File: src/rtl/paddle_pkg.sv
// Shared definitions for the paddle renderer.
//   paddle_state_t    : frame sequencer states (IDLE, DRAW, DONE)
//   DEFAULT_PAD_COLOR : default paddle colour
//   DEFAULT_BG_COLOR  : default erase colour
//   pixel_color()     : colour of a column given the latched paddle left edge
package paddle_pkg;

  typedef enum logic [1:0] {
    IDLE = 2'd0,
    DRAW = 2'd1,
    DONE = 2'd2
  } paddle_state_t;

  localparam logic [2:0] DEFAULT_PAD_COLOR = 3'b001;
  localparam logic [2:0] DEFAULT_BG_COLOR  = 3'b000;

  // Paddle colour inside [left, left+pad_w), erase colour elsewhere.
  function automatic logic [2:0] pixel_color(input logic [7:0] col,
                                             input logic [7:0] left,
                                             input int         pad_w,
                                             input logic [2:0] on_color,
                                             input logic [2:0] off_color);
    int c;
    int l;
    c = int'(col);
    l = int'(left);
    return ((c >= l) && (c < l + pad_w)) ? on_color : off_color;
  endfunction

endpackage

File: src/rtl/paddle_span_calc.sv
// Combinational paddle placement and scan-window computation.
//   position   : requested paddle centre x (0..511)
//   prev_left  : left edge drawn by the previous completed frame
//   prev_valid : prev_left holds a real previous frame
//   left       : clamp(position - PAD_W/2, 0, SCREEN_W-PAD_W)
//   first_col  : first column to scan this frame
//   last_col   : last column to scan this frame
// Optional feature: define PADDLE_DIRTY_RECT_EN to restrict the scan to the
// union of the old and new paddle footprints once a previous frame exists.
module paddle_span_calc #(
  parameter int SCREEN_W = 160,
  parameter int PAD_W    = 7
) (
  input  logic [8:0] position,
  input  logic [7:0] prev_left,
  input  logic       prev_valid,
  output logic [7:0] left,
  output logic [7:0] first_col,
  output logic [7:0] last_col
);

`ifdef PADDLE_DIRTY_RECT_EN
  localparam bit DIRTY_EN = 1'b1;
`else
  localparam bit DIRTY_EN = 1'b0;
`endif

  localparam logic signed [10:0] HALF_W   = 11'(PAD_W / 2);
  localparam logic signed [10:0] MAX_LEFT = 11'(SCREEN_W - PAD_W);

  logic signed [10:0] raw_left;
  logic        [7:0]  lo_col;
  logic        [7:0]  hi_left;

  always_comb begin
    // NOTE: every output of a combinational block gets a value on every path
    // (defaults first) so no latch is inferred.
    left      = '0;
    first_col = '0;
    last_col  = 8'(SCREEN_W - 1);
    lo_col    = '0;
    hi_left   = '0;

    // Widened signed subtraction so a centre near 0 goes negative instead
    // of wrapping to a large column.
    raw_left = $signed({2'b00, position}) - HALF_W;
    if (raw_left[10])
      left = '0;
    else if (raw_left > MAX_LEFT)
      left = MAX_LEFT[7:0];
    else
      left = raw_left[7:0];

    lo_col  = (prev_left < left) ? prev_left : left;
    hi_left = (prev_left > left) ? prev_left : left;

    // The union always contains the new paddle, so it is never empty; the
    // sum stays within SCREEN_W-1 because both edges are clamped.
    if (DIRTY_EN && prev_valid) begin
      first_col = lo_col;
      last_col  = hi_left + 8'(PAD_W - 1);
    end
  end

endmodule

File: src/rtl/paddle_renderer.sv
// Paddle renderer: on start, scans a column-major rectangle of pixels on rows
// PAD_Y..PAD_Y+PAD_H-1, painting PAD_COLOR over the paddle and BG_COLOR
// elsewhere, with downstream back-pressure via stall.
//   clock, reset : rising-edge clock, synchronous active-high reset
//   start        : one-cycle frame request, honoured only in IDLE
//   position     : paddle centre x, sampled when start is accepted
//   stall        : holds the current pixel (x, y, color, plot)
//   busy         : frame in progress (DRAW or DONE)
//   plot         : x/y/color carry a valid pixel
//   done         : one-cycle end-of-frame pulse
//   x, y, color  : pixel coordinates and colour
// Optional feature: define PADDLE_DIRTY_RECT_EN to scan only the columns
// touched by the old and new paddle after the first completed frame.
module paddle_renderer
  import paddle_pkg::*;
#(
  parameter int         SCREEN_W  = 160,
  parameter int         PAD_W     = 7,
  parameter int         PAD_H     = 3,
  parameter int         PAD_Y     = 112,
  parameter logic [2:0] PAD_COLOR = DEFAULT_PAD_COLOR,
  parameter logic [2:0] BG_COLOR  = DEFAULT_BG_COLOR
) (
  input  logic       clock,
  input  logic       reset,
  input  logic       start,
  input  logic [8:0] position,
  input  logic       stall,
  output logic       busy,
  output logic       plot,
  output logic       done,
  output logic [7:0] x,
  output logic [6:0] y,
  output logic [2:0] color
);

  localparam logic [6:0] FIRST_ROW = 7'(PAD_Y);
  localparam logic [6:0] LAST_ROW  = 7'(PAD_Y + PAD_H - 1);

  paddle_state_t state_q, state_d;

  logic [7:0] left_q;
  logic [7:0] last_col_q;
  logic [7:0] x_q;
  logic [6:0] y_q;
  logic [2:0] color_q;
  logic [7:0] prev_left_q;
  logic       prev_valid_q;

  logic [7:0] span_left;
  logic [7:0] span_first;
  logic [7:0] span_last;

  logic take_start;
  logic accept;
  logic last_pixel;

  paddle_span_calc #(
    .SCREEN_W (SCREEN_W),
    .PAD_W    (PAD_W)
  ) u_span (
    .position   (position),
    .prev_left  (prev_left_q),
    .prev_valid (prev_valid_q),
    .left       (span_left),
    .first_col  (span_first),
    .last_col   (span_last)
  );

  assign last_pixel = (x_q == last_col_q) && (y_q == LAST_ROW);

  // State register.
  always_ff @(posedge clock) begin
    // NOTE: clocked state uses non-blocking assignments so every register
    // samples pre-edge values, independent of statement order.
    if (reset)
      state_q <= IDLE;
    else
      state_q <= state_d;
  end

  // Next state and state-decoded outputs.
  always_comb begin
    state_d    = state_q;
    busy       = 1'b0;
    plot       = 1'b0;
    done       = 1'b0;
    take_start = 1'b0;
    accept     = 1'b0;
    case (state_q)
      IDLE: begin
        if (start) begin
          take_start = 1'b1;
          state_d    = DRAW;
        end
      end
      DRAW: begin
        busy = 1'b1;
        plot = 1'b1;
        if (!stall) begin
          accept = 1'b1;
          if (last_pixel)
            state_d = DONE;
        end
      end
      DONE: begin
        busy    = 1'b1;
        done    = 1'b1;
        state_d = IDLE;
      end
      default: state_d = IDLE;
    endcase
  end

  // Pixel walker and frame bookkeeping.
  always_ff @(posedge clock) begin
    // NOTE: every register here is reset explicitly; there is no storage
    // array, so a full reset costs nothing and makes an aborted frame
    // indistinguishable from power-up.
    if (reset) begin
      left_q       <= '0;
      last_col_q   <= '0;
      x_q          <= '0;
      y_q          <= '0;
      color_q      <= '0;
      prev_left_q  <= '0;
      prev_valid_q <= 1'b0;
    end else begin
      if (take_start) begin
        left_q     <= span_left;
        last_col_q <= span_last;
        x_q        <= span_first;
        y_q        <= FIRST_ROW;
        color_q    <= pixel_color(span_first, span_left, PAD_W, PAD_COLOR, BG_COLOR);
      end else if (accept && !last_pixel) begin
        if (y_q == LAST_ROW) begin
          // Colour only changes at a column boundary.
          y_q     <= FIRST_ROW;
          x_q     <= x_q + 8'd1;
          color_q <= pixel_color(x_q + 8'd1, left_q, PAD_W, PAD_COLOR, BG_COLOR);
        end else begin
          y_q <= y_q + 7'd1;
        end
      end
      // After the final pixel x/y/color keep showing it.

      if (state_q == DONE) begin
        prev_left_q  <= left_q;
        prev_valid_q <= 1'b1;
      end
    end
  end

  assign x     = x_q;
  assign y     = y_q;
  assign color = color_q;

endmodule

File: config.mk
export PLATFORM = sky130hd
export DESIGN_NAME = paddle_renderer
export DESIGN_NICKNAME = d
export VERILOG_FILES = /design/src/rtl/paddle_pkg.sv /design/src/rtl/paddle_span_calc.sv /design/src/rtl/paddle_renderer.sv
export SDC_FILE = /design/constraint.sdc
export NUM_CORES = 1
export LEC_CHECK = 0
export CAP_MARGIN = 20
export CORE_MARGIN = 2
export CORE_UTILIZATION = 50
export CTS_CLUSTER_SIZE = 28
export DETAILED_ROUTE_END_ITERATION = 16
export GPL_TIMING_DRIVEN = 0
export MAX_ROUTING_LAYER = met4
export PLACE_DENSITY = 0.78
export REMOVE_ABC_BUFFERS = 1
export SYNTH_ARGS = -nofsm -noshare
export SYNTH_HDL_FRONTEND = slang
export SYNTH_SLANG_ARGS = --single-unit
export TNS_END_PERCENT = 1
File: constraint.sdc
create_clock -name clock -period 3.28 [get_ports clock]
set_input_delay 0.82 -clock clock [delete_from_list [all_inputs] [get_ports clock]]
set_output_delay 0.82 -clock clock [all_outputs]
set_load 0.03 [all_outputs]
==> summary.md <==
| Metric | Value |
|---|---|
| Final TNS setup | 0 ns |
| Worst path required time | 3.47 ns |
| Crit path kind | in2reg |
| Dominant cell type by area after synthesis | dfxtp_1 |
| Vias in the first global route | 1918 |
| Syn avg cell area | 7.95 um2 |
| Root buf cell | clkbuf_8 |
| Row cnt | 24 |
| PwrDens | 302 nW/um2 |
| Top cell by count, worst path | ha_1 |
| R2r setup slk | 0.32 ns |
| Least-Margin Pin Slew | 0.915 ns |
| Post-synth EDFFs | 0 |
| GP Congestion | 0.832 |
| Cell variety after synth | 55 |
| Clk_lat worst skew | 0.28 ns |
| Leak | 0.956 nW |
| Cells after Synth | 291 |
| Starting Density | 52.4% |
| Max_slew headroom | 39.0% |
| Post-synthesis cell area | 2310 um2 |
| CTS H-tree lvls | 1 |
| Worst hold-check path type | reg2reg |
| Critical Path Slowest Stage Cell | or3b_2 |
| Post-DRT Antenna Nets | 0 |
| Clock tree from TritonCTS | built |
| Final period utilization | 95.9% |
| FFs w/ async S/R, synth | 0% |
| Post-CTS Setup Bufs | 0 |
| Clk sinks | 27 |
| Critical path startpoint category | input port |
| First-pass GRT wire length | 8.70 mm |
| IO Port Bufs | 31 |
| Largest net degree at the start of global routing | 18 |
| Iter 0 DRT Violations | 119 |
| Antenna diodes | 0 |
| Post-route cell area | 2700 um2 |
| DR vias | 2102 |
| Hold path start | left_q[1] |
| Most frequent cells in the layout | xnor2_1, nor2_1, ha_1, dfxtp_1, clkdlybuf4s50_1 |
| Reg2reg path depth | 11 |
| Pwr Total | 0.000815 W |
| CP arrival | 3.34 ns |
| Peak supply drop | 0.230 mV |
| Antenna violations before repair | 0 |
| Most common cell after layout, fill and taps aside | xnor2_1 |
| # IOs | 34 |
| Hold-fix buffers, CTS | 0 |
| Die area | 5190 um2 |
| Detail Placement HPWL | 3.84 mm |
| Total CTS buffers | 3 |
| CTS clk-pin slew, worst paths | 0.09 ns |
| Core Region | 4410 um2 |
| Yosys reg bits | 27 |
| Layout cells sized above 1 | 8.39% |
| DRC viols | 0 |
| Initial DRT Pass Iterations | 4 |
| RSZ-0062 raised after global routing | false |
| Fmax | 318 MHz |
| Top cells by area, synth | dfxtp_1, ha_1, xnor2_1, nor2_1, nand2_1 |
| Worst r2r src | x[1] |
| CP endpoint kind | register |
| Critical R2R Capture | color[0] |
| CP max stage delay | 0.48 ns |
| Die X | 72.0 um |
| Final Critical Period | 3.15 ns |
| Drt wl/cell | 14.2 um |
| Total GRT Usage | 20.9% |
| Final hold violations | 0 |
| Via-to-Cell Ratio | 5.81 |
| Primary FF master, synth | dfxtp_1 |
| Hold Slack | 0.488 ns |
| Clock buffer depth | 2 |
| Hold depth | 2 |
| Clock Skews | 0.00298 ns |
| Die Height | 72.0 um |
| Max cap viols | 0 |
| Post-synth top area share | 23.4% |
| Cell Area, Placed | 2610 um2 |
| Highest fanout seen on the critical path | 12 |
| Final setup fails | 0 |
| Global route overflow | 0 |
| Final WL | 5.15 mm |
| Status | finished, final reports clean |
| Sequential share of the synthesized area | 23.4% |
| Hold endpoint | left_q[1] |
| Yosys warning total | 0 |
| Area grow syn2layout | 16.4% |
| CP cell instances | buf_2 -> inv_1 -> ha_1 -> or3b_2 -> a21oi_2 -> o31ai_2 -> nand3_1 -> ha_1 -> nand3b_1 -> a211o_1 -> a31o_2 -> a221oi_2 |
| Layout Nets | 351 |
| Slew Limit Fails | 0 |
final cells by class:
class                   count  area (um2)
fillers                   404        1720
multi-input cells         232        1680
flip-flops and latches     27         542
repair buffers             31         302
well taps                  52        65.1
inverters                  16        60.1
clock buffers               3        41.3
clock inverters             1        5.00
power breakdown:
group	internal, W	switching [W]	leakage, nW
sequential	0.000347	0.0000186	0.221
clock	0.0000853	0.000107	0.0255
combinational	0.000104	0.000153	0.709
total	0.000536	0.000279	0.956
state kept, by name, summed over array words and instances (netlist names):
| name | flops |
|---|---|
| color | 1 |
| last_col_q | 1 |
| left_q | 8 |
| state_q | 2 |
| x | 8 |
| y | 7 |
worst max-delay path: cells and delay by family:
kind,cells,cell delay (ns)
adders and majority gates,2,0.49
buffers and inverters,2,0.33
AOI/OAI and AO/OA,5,1.01
and+or+nand+nor,3,0.69
repair_timing:
action	4_1_cts	5_1_grt
cloned	0	0
endpoints found under the setup margin	1	1
resized for setup	12	13
endpoints found under the hold margin	0	0
metal layers:
metal  GRT usage [%]  vias to the layer above  wire [um]  part of all wire, %
met5               -                        -          0                    0
met4            3.14                        0         60                  1.2
met3            3.33                        8        187                  3.6
met2            33.0                       43       2380                   46
met1            29.0                      974       2520                   49
li1                -                     1077          -                    -
Yosys cell counts (3+ instances only):
master and count:
nand2_1 23, xnor2_1 29, nand3_1 9, nor2_1 27
nor4_1 13, o21ai_0 8, a211oi_1 3, buf_4 3
nand4_1 4, inv_1 16, a21oi_1 17, buf_2 5
nor3_1 14, a31oi_1 3, ha_1 27, clkbuf_1 8
dfxtp_1 27, nand2b_1 9
how the worst max path moves through the flow:
stage                startpoint        to  slack, ns  cells after the start
detailed placement  position[0]  color[0]      -0.91                     12
global route        position[3]  color[0]      0.003                     11
global placement    position[0]  color[0]      -0.91                     12
CTS                 position[0]  color[0]       0.02                     12
floorplan           position[0]  color[0]       0.20                     11
finish              position[0]  color[0]       0.13                     12
through the flow:
| step | util, % | setup slack, ns | std cells |
|---|---|---|---|
| final | 61.1 | 0.134 | 362 |
| after CTS | 60.6 | 0.0190 | 362 |
| after detailed placement | 59.2 | -0.913 | 358 |
| after floorplan | - | 0.205 | 275 |
| after global placement | 59.2 | -0.910 | 358 |
| after global routing | 61.1 | 0.00304 | 362 |
cell families after synthesis:
| logic type | share of synthesized area, % |
|---|---|
| and+or+nand+nor | 25.5 |
| AOI/OAI and AO/OA | 18.1 |
| buffers and inverters | 6.11 |
| xor gates and xnor gates | 11.4 |
| adders and majority gates | 14.6 |
| DFF | 23.4 |
| muxes | 0.865 |
| other | 0.162 |
Note: power is estimated with default switching activity, not from simulation.
==> RTL edit, RTL diff (same flow settings) <==
The localparam `DIRTY_EN` of `paddle_span_calc` goes from 1'b0 to 1'b1.
--- a/src/rtl/paddle_span_calc.sv
+++ b/src/rtl/paddle_span_calc.sv
@@ -23,5 +23,5 @@
   localparam bit DIRTY_EN = 1'b1;
 `else
-  localparam bit DIRTY_EN = 1'b0;
+  localparam bit DIRTY_EN = 1'b1;
 `endif
 
Behaviour: same outputs for any inputs over 10 cycles, from zero or initial values and one cycle with reset high; that may be too few to reach the edited logic, so the function may still have changed.
==> RTL edit against the unedited design <==
  * The run now ends with negative setup slack left
  * Worst setup slack got worse by 1.5 ns
  * Sequential power rose by 62%
  * Non-clock buffer count rose by 20
  * Combinational power rose by 99%
  * Wire length rose by 98%
  * Sequential cell count rose by 16
  * Utilization rose by 3.4 points
  * Clock skew rose by 0.0016 ns
  * Synthesized area rose by 66%
  * Design area rose by 76%
  * Power rose by 96%
  * Maximum frequency fell by 33%
  * First-iteration DRC count rose to 2.6 times the old value
  * Count of clock-buffer cells in the layout rose by 2
  * Critical path type unchanged
==> RTL edit: results (changes against the unedited design) <==
Largest cells by area after synthesis: dfxtp_1, ha_1, xnor2_1 (unchanged)
Slowest cell on crit path: or4_4 (was or3b_2)
Detailed Route Iter0 Violations: 306 (was 119)
Setup violations, final: 17 (was 0)
M1 wire length: 4.28 mm (was 2.52 mm)
M1 GR Usage: 30.4% (was 29.0%)
Die extent in x: 91.7 µm (was 72.0 µm)
PnR worst setup slack: -1.41 ns (was 0.134 ns)
Clock buf count: 5 (was 3)
Drt wl/cell: 16.3 µm (was 14.2 µm)
GRT Overall Usage: 25.1% (was 20.9%)
Pre-CTS setup slack: -3.27 ns (was -0.913 ns)
Post-synthesis mux area share: 3.15% (was 0.865%)
Compound-Gate Fraction of Synth Area: 20.7% (was 18.1%)
Max IR drop VDD: 0.000159 V (was 0.000230 V)
Worst skew pair latency: 0.30 ns (was 0.28 ns)
Slew headroom: 35.4% (was 39.0%)
Largest net degree at the start of global routing: 29 (was 18)
Failing checks: negative setup slack
Layout clock area frac: 2.87% (was 1.72%)
Comb_multi_in: 401 (was 232)
Commonest cells in the netlist: nor2_1, ha_1, nand2_1 (was xnor2_1, dfxtp_1, ha_1, nor2_1, nand2_1)
Clk_skew: 0.00459 ns (was 0.00298 ns)
Result of the run: finished, violations left (was completed)
Area occupied by multi-input gates: 3080 µm² (was 1680 µm²)
RR Startpoint: prev_left_q[5] (was x[1])
H-tree levels: 2 (was 1)
Worst Min Path Start: left_q[7] (was left_q[1])
Total clock sinks: 43 (was 27)
Fill cell count: 603 (was 404)
Drt via density: 6.00 (was 5.81)
NonClk Buf Share: 9.80% (was 11.2%)
Reg2reg path depth: 13 (was 11)
Leak: 1.88 nW (was 0.956 nW)
FF-to-FF setup slack: 0.26 ns (was 0.32 ns)
WL met3: 494 µm (was 187 µm)
Number of global-route vias before repair: 3606 (was 1918)
Post-CTS Resized: 95 (was 12)
Min-Delay Endpoint: left_q[7] (was left_q[1])
Worst Path Max Fanout: 10 (was 12)
Inverters: 22 (was 16)
Met2 WL: 5.19 mm (was 2.38 mm)
Xor-xnor portion of the synthesized cell area: 10.2% (was 11.4%)
Largest stage delay on the critical path: 0.44 ns (was 0.48 ns)
Post-synthesis sequential area ratio: 22.4% (was 23.4%)
Ratio of cells with drive above 1 in the final layout: 17.7% (was 8.39%)
Seq. cell area: 861 µm² (was 542 µm²)
Nets@finish: 587 (was 351)
Dpl hpwl: 7.23 mm (was 3.84 mm)
Post-synth cell types: 59 (was 55)
==> RTL edit: cell count changes after synthesis, sizes merged, moves of 11 or more <==
cell,before,now
nor2,27,53
ha,27,50
nand2,23,45
a21oi,17,35
dfxtp,27,43
xor2,1,17
clkbuf,8,19
==> RTL edit: power by group <==
| part | internal (W) | leakage (nW) | switching, W | total (W) |
|---|---|---|---|---|
| Combinational | 0.000225 | 1.47 | 0.000289 | 0.000514 |
| Sequential | 0.000552 | 0.352 | 0.0000387 | 0.000591 |
| Clock | 0.000304 | 0.0644 | 0.000189 | 0.000493 |
| Total | 0.00108 | 1.88 | 0.000517 | 0.00160 |
==> RTL edit: metrics by stage <==
step,area (µm²),TNS (ns),utilization [%],cells,hold WS (ns)
floorplan,3730,-17.73,-,465,0.441
global placement,4160,-41.89,56.5,595,0.468
detailed placement,4180,-43.83,56.8,597,0.481
CTS,4690,-12.16,63.7,622,0.496
global route,4750,-15.58,64.4,624,0.543
finish,4750,-13.71,64.4,624,0.498
